**src/rtl/pipe_pkg.sv**
```systemverilog
// Shared opcode/funct/fmt constants and FSM state type for the IF/ID hazard controller.
package pipe_pkg;

  localparam int unsigned OP_W       = 6;
  localparam int unsigned FMT_W      = 5;
  localparam int unsigned REG_W      = 5;
  localparam int unsigned STALL_CNT_W = 16;

  localparam logic [OP_W-1:0]  OP_RTYPE = 6'h00;
  localparam logic [OP_W-1:0]  OP_BEQ   = 6'h04;
  localparam logic [OP_W-1:0]  OP_BNE   = 6'h05;
  localparam logic [OP_W-1:0]  OP_SW    = 6'h2B;
  localparam logic [OP_W-1:0]  OP_COP1  = 6'h11;
  localparam logic [FMT_W-1:0] FMT_S    = 5'h10;
  localparam logic [OP_W-1:0]  FN_MULS  = 6'h02;
  localparam logic [OP_W-1:0]  FN_DIVS  = 6'h03;

  typedef enum logic {
    RUN     = 1'b0,
    MC_WAIT = 1'b1
  } state_t;

  // Instructions whose rt field is a source operand.
  function automatic logic uses_rt(input logic [OP_W-1:0] op);
    return (op == OP_RTYPE) || (op == OP_BEQ) || (op == OP_BNE) || (op == OP_SW);
  endfunction

endpackage

```
**src/rtl/pipe_hazard_ctrl_load_use_detect.sv**
```systemverilog
// Combinational load-use hazard detection between the load in EX and the instruction in ID.
module load_use_detect
  import pipe_pkg::*;
(
  input  logic             i_mem_read_ex,
  input  logic [REG_W-1:0] i_rt_ex,
  input  logic [REG_W-1:0] i_rs_id,
  input  logic [REG_W-1:0] i_rt_id,
  input  logic [OP_W-1:0]  i_op_code,
  output logic             o_load_hz
);

  logic w_rs_match;
  logic w_rt_match;

  assign w_rs_match = (i_rt_ex == i_rs_id);
  assign w_rt_match = uses_rt(i_op_code) && (i_rt_ex == i_rt_id);
  // A load to $zero produces nothing to wait for.
  assign o_load_hz  = i_mem_read_ex && (i_rt_ex != '0) && (w_rs_match || w_rt_match);

endmodule

```
**src/rtl/pipe_hazard_ctrl.sv**
```systemverilog
// IF/ID and PC sequencing: load-use stalls, branch/jump flushes, multi-cycle COP1
// mul/div occupancy, plus a saturating stalled-cycle counter.
module pipe_hazard_ctrl
  import pipe_pkg::*;
#(
  parameter int unsigned FP_MUL_LAT = 4,
  parameter int unsigned FP_DIV_LAT = 8,
  parameter int unsigned CNT_W      = 4
) (
  input  logic                   Clk,
  input  logic                   Rst_n,
  input  logic [5:0]             Op_code,
  input  logic [5:0]             Funct_ID,
  input  logic [4:0]             Fmt,
  input  logic [4:0]             Rs_ID,
  input  logic [4:0]             Rt_ID,
  input  logic                   MemRead_EX,
  input  logic [4:0]             Rt_EX,
  input  logic                   Branch_taken,
  input  logic                   Jump,
  output logic                   IF_stall,
  output logic                   IF_Flush,
  output logic                   PC_write,
  output logic                   ID_bubble,
  output logic                   FP_busy,
  output logic [15:0]            Stall_cnt
);

  state_t                 r_state;
  state_t                 w_state_nxt;
  logic [CNT_W-1:0]       r_mc_cnt;
  logic [CNT_W-1:0]       w_mc_cnt_nxt;
  logic [STALL_CNT_W-1:0] r_stall_cnt;
  logic                   w_load_hz;
  logic                   w_fp_mc;

  load_use_detect u_load_use_detect (
    .i_mem_read_ex (MemRead_EX),
    .i_rt_ex       (Rt_EX),
    .i_rs_id       (Rs_ID),
    .i_rt_id       (Rt_ID),
    .i_op_code     (Op_code),
    .o_load_hz     (w_load_hz)
  );

  assign w_fp_mc   = (Op_code == OP_COP1) && (Fmt == FMT_S) &&
                     ((Funct_ID == FN_MULS) || (Funct_ID == FN_DIVS));
  assign Stall_cnt = r_stall_cnt;

  // State, occupancy counter and saturating stall counter.
  always_ff @(posedge Clk or negedge Rst_n) begin
    if (!Rst_n) begin
      r_state     <= RUN;
      r_mc_cnt    <= '0;
      r_stall_cnt <= '0;
    end else begin
      r_state  <= w_state_nxt;
      r_mc_cnt <= w_mc_cnt_nxt;
      if (IF_stall && (r_stall_cnt != '1)) begin
        r_stall_cnt <= r_stall_cnt + STALL_CNT_W'(1);
      end
    end
  end

  // Next state and Mealy outputs; reset forces a flush-and-bubble pattern.
  always_comb begin
    w_state_nxt  = r_state;
    w_mc_cnt_nxt = r_mc_cnt;
    IF_stall     = 1'b0;
    IF_Flush     = 1'b0;
    PC_write     = 1'b1;
    ID_bubble    = 1'b0;
    FP_busy      = 1'b0;
    if (!Rst_n) begin
      IF_Flush     = 1'b1;
      PC_write     = 1'b0;
      ID_bubble    = 1'b1;
      w_state_nxt  = RUN;
      w_mc_cnt_nxt = '0;
    end else begin
      case (r_state)
        RUN: begin
          if (w_load_hz) begin
            IF_stall  = 1'b1;
            PC_write  = 1'b0;
            ID_bubble = 1'b1;
          end else if (w_fp_mc) begin
            // Issue cycle itself looks idle; occupancy starts at the next edge.
            w_state_nxt  = MC_WAIT;
            w_mc_cnt_nxt = (Funct_ID == FN_DIVS) ? CNT_W'(FP_DIV_LAT - 2)
                                                 : CNT_W'(FP_MUL_LAT - 2);
          end else if (Branch_taken || Jump) begin
            IF_Flush = 1'b1;
          end
        end
        MC_WAIT: begin
          IF_stall  = 1'b1;
          PC_write  = 1'b0;
          ID_bubble = 1'b1;
          FP_busy   = 1'b1;
          if (r_mc_cnt == '0) begin
            w_state_nxt = RUN;
          end else begin
            w_mc_cnt_nxt = r_mc_cnt - CNT_W'(1);
          end
        end
        default: w_state_nxt = RUN;
      endcase
    end
  end

endmodule

```
**config.mk**
```make
export PLATFORM = sky130hd
export DESIGN_NAME = pipe_hazard_ctrl
export DESIGN_NICKNAME = d
export VERILOG_FILES = /design/src/rtl/pipe_pkg.sv /design/src/rtl/pipe_hazard_ctrl_load_use_detect.sv /design/src/rtl/pipe_hazard_ctrl.sv
export SDC_FILE = /design/constraint.sdc
export NUM_CORES = 1
export LEC_CHECK = 0
export ABC_AREA = 1
export CORE_MARGIN = 1
export CORE_UTILIZATION = 49
export DETAILED_ROUTE_END_ITERATION = 10
export PLACE_DENSITY = 0.86
export SKIP_CTS_REPAIR_TIMING = 1
export SLEW_MARGIN = 20
export SYNTH_ARGS = -nofsm -noshare
export SYNTH_HDL_FRONTEND = slang
export SYNTH_SLANG_ARGS = --single-unit
```
**constraint.sdc**
```tcl
create_clock -name Clk -period 4.05 [get_ports Clk]
set_input_delay 0.405 -clock Clk [delete_from_list [all_inputs] [get_ports Clk]]
set_output_delay 0.405 -clock Clk [all_outputs]
set_load 0.05 [all_outputs]
```
==> flow_metrics.env <==
export IMPL_run_status="completed"
export IMPL_p_per_area_mw_per_mm2=207
export IMPL_max_slew_margin=0.665
export IMPL_vdd_drop_max_mv=0.193
export IMPL_syn_num_nets=296
export IMPL_place_inst=354
export IMPL_routabilityCongestion=0.857
export IMPL_fin_area_mm2=0.00235
export IMPL_place_area_mm2=0.00232
export IMPL_initial_core_util=0.512
export IMPL_routedWlPerCell_um=11.6
export IMPL_drt_iter0_drc=110
export IMPL_critPathLaunchType="input port"
export IMPL_finalMaxSlewViolations=0
export IMPL_final_hold_viol_count=0
export IMPL_drt_wl_total_mm=4.14
export IMPL_routed_via_density=5.14
export IMPL_ys_top_cells_by_area="dfrtp_1, nand2_1, nand4_1"
export IMPL_cp_max_fo=18
export IMPL_firstDrtPassIters=4
export IMPL_startpoint="Rt_EX[4]"
export IMPL_dp_hpwl_mm=3.25
export IMPL_synth_area_mm2=0.00172
export IMPL_area_growth_pct=36.2
export IMPL_via_count=1840
export IMPL_crit_path_end_kind="output port"
export IMPL_drc=0
export IMPL_syn_inst=256
export IMPL_report_final_setup_viol=0
export IMPL_std_cell_rows=21
export IMPL_hold_class="input port to async pin"
export IMPL_antenna_found_initial=0
export IMPL_regArea_um2=526
export IMPL_critical_path_top_delay_family="buffers and inverters"
export IMPL_setup_ws_ns=0.853
export IMPL_final_cell_count_no_fill=358
export IMPL_clk_pin_slew_ns=0.13
export IMPL_fmax_mhz=313
export IMPL_total_power_uw=485
export IMPL_coreArea_mm2=0.00336
export IMPL_worst_pin_slew_ns=0.501
export IMPL_cts_tree="yes"
export IMPL_timing_critical_path_mode_cell="clkdlybuf4s50_1"
export IMPL_cp_slowest_cell="clkdlybuf4s50_1"
export IMPL_rsz0062_at_grt="false"
export IMPL_timing_rr_start="Stall_cnt[0]$_DFFE_PN0P_"
export IMPL_grt_util_all_layers=0.238
export IMPL_layout_nets=353
export IMPL_die_h_um=61.3
export IMPL_htree_levels=1
export IMPL_fin_crit_sh=0.789
export IMPL_required_ns=3.64
export IMPL_syn_area_per_cell_um2=6.73
export IMPL_period_minus_slack_ns=3.20
export IMPL_path_class="input port to output port"
export IMPL_grt_pass1_wl_mm=6.80
export IMPL_die_x_um=61.3
export IMPL_synth_cell_types=28
export IMPL_tns_ns=0
export IMPL_cts_sinks=21
export IMPL_cp_buffers_inverters=4
export IMPL_synth_top_cell_area_share=0.305
export IMPL_synth_area_leader_cell="dfrtp_1"
export IMPL_clock_latency_ns=0.31
export IMPL_drive_gt1_frac=0.0577
export IMPL_ff2ff_setup_slack_ns=2.12
export IMPL_ys_seq_area_frac=0.305
export IMPL_io_buffers=57
export IMPL_yosysWarnings=0
export IMPL_maxCapViolCount=0
export IMPL_fin_skew_ns=0.0119
export IMPL_cts_root_buf="clkbuf_4"
export IMPL_grt_pass1_vias=1658
export IMPL_path_cells="clkdlybuf4s50_1 -> inv_2 -> nand3_1 -> o31ai_1 -> inv_1 -> nand2_1 -> nand2_2 -> o21ai_1 -> clkdlybuf4s50_1"
export IMPL_ys_ff_latch=21
export IMPL_multi_input_area_mm2=0.00104
export IMPL_crit_arrival_ns=2.79
export IMPL_pin_count=58
export IMPL_cpPeakStageDelay_ns=0.82
export IMPL_clockBufferDepth=2
export IMPL_place_ws_ns=0.860
export IMPL_n_antenna_cell=0
export IMPL_grt_overflow_total=0
export IMPL_die_area_mm2=0.00376
export IMPL_ant_nets=0
export IMPL_n_fill_cell=316
export IMPL_grt_max_degree=40
export IMPL_cts_inserted_buffers=3
export IMPL_p_leak_uw=0.00116
cell usage after synthesis:
master,count
o21ai_0,2
nand3_1,18
nand4_1,27
nand4_4,1
nor2_4,1
nor3_1,4
o31ai_1,1
xor2_1,9
xnor2_1,10
nand2_1,80
buf_2,2
inv_1,31
o21ai_1,1
nand2_2,3
nor4_1,1
a31oi_1,1
buf_6,1
nor3_2,1
a21oi_1,4
nor3_4,1
ha_1,3
dfrtp_1,21
inv_2,3
nand3_4,1
clkbuf_2,1
nor2_1,25
clkbuf_1,2
o21ai_2,1
final timing paths:
check | end | cells after the start
max in group asynchronous | Stall_cnt[1]$_DFFE_PN0P_ | 2
max reg2reg | Stall_cnt[15]$_DFFE_PN0P_ | 9
min in group Clk | r_state$_DFF_PN0_ | 3
max | IF_Flush | 9
min | Stall_cnt[7]$_DFFE_PN0P_ | 2
min reg2reg | r_mc_cnt[3]$_DFFE_PN0P_ | 2
cells by family after synthesis:
| kind of cell | after synthesis | synth area share |
|---|---|---|
| adder cells (fa/ha/maj) | 3 | 0.0218 |
| flip-flops | 21 | 0.305 |
| XOR/XNOR | 19 | 0.0966 |
| buffers and inverters | 40 | 0.0937 |
| AO/OA/AOI/OAI | 10 | 0.0334 |
| AND/OR/NAND/NOR | 163 | 0.450 |
sequential cells by signal, summed over array words and instances (netlist names):
name	count
Stall_cnt	16
r_mc_cnt	4
r_state	1
power by group:
| part | internal (uW) | leakage [uW] | total [uW] | switching [uW] |
|---|---|---|---|---|
| clock network | 36.8 | 0.0000177 | 105 | 68.0 |
| registers | 218 | 0.000289 | 229 | 11.0 |
| logic | 66.8 | 0.000852 | 151 | 83.8 |
| total | 322 | 0.00116 | 485 | 163 |
area by class of cell:
cell class              count  share of cell area
inverters                  34              0.0544
clock buffers               3             0.00959
clock inverters             1             0.00213
multi-input cells         195               0.441
repair buffers             58               0.244
well taps                  46              0.0245
flip-flops and latches     21               0.224
metal layers:
metal  vias up  wire length (um)  global-route usage  share of wire
li1        946                 -                   -              -
met1       825              1820               0.284           0.44
met2        65              2050               0.435           0.50
met3         4               239              0.0462          0.058
met4         0                31              0.0584         0.0075
met5         -                 0                   0              0
stage by stage:
| step | hold WS (ns) | util |
|---|---|---|
| floorplan | 0.109 | - |
| global placement | 0.486 | 0.690 |
| detailed placement | 0.500 | 0.690 |
| CTS | 0.211 | 0.698 |
| global route | 0.223 | 0.698 |
| finish | 0.212 | 0.698 |
cell usage in the layout (no fill, tap or decap), types with 4 or more instances in the layout:
master and n:
xnor2_1 10, nor3_1 4, clkdlybuf4s50_1 56, nor2_1 25, xor2_1 9, inv_1 31
a21oi_1 4, dfrtp_1 21, nand4_1 27, nand2_1 80, nand3_1 18
(Power assumes the default switching activity.)
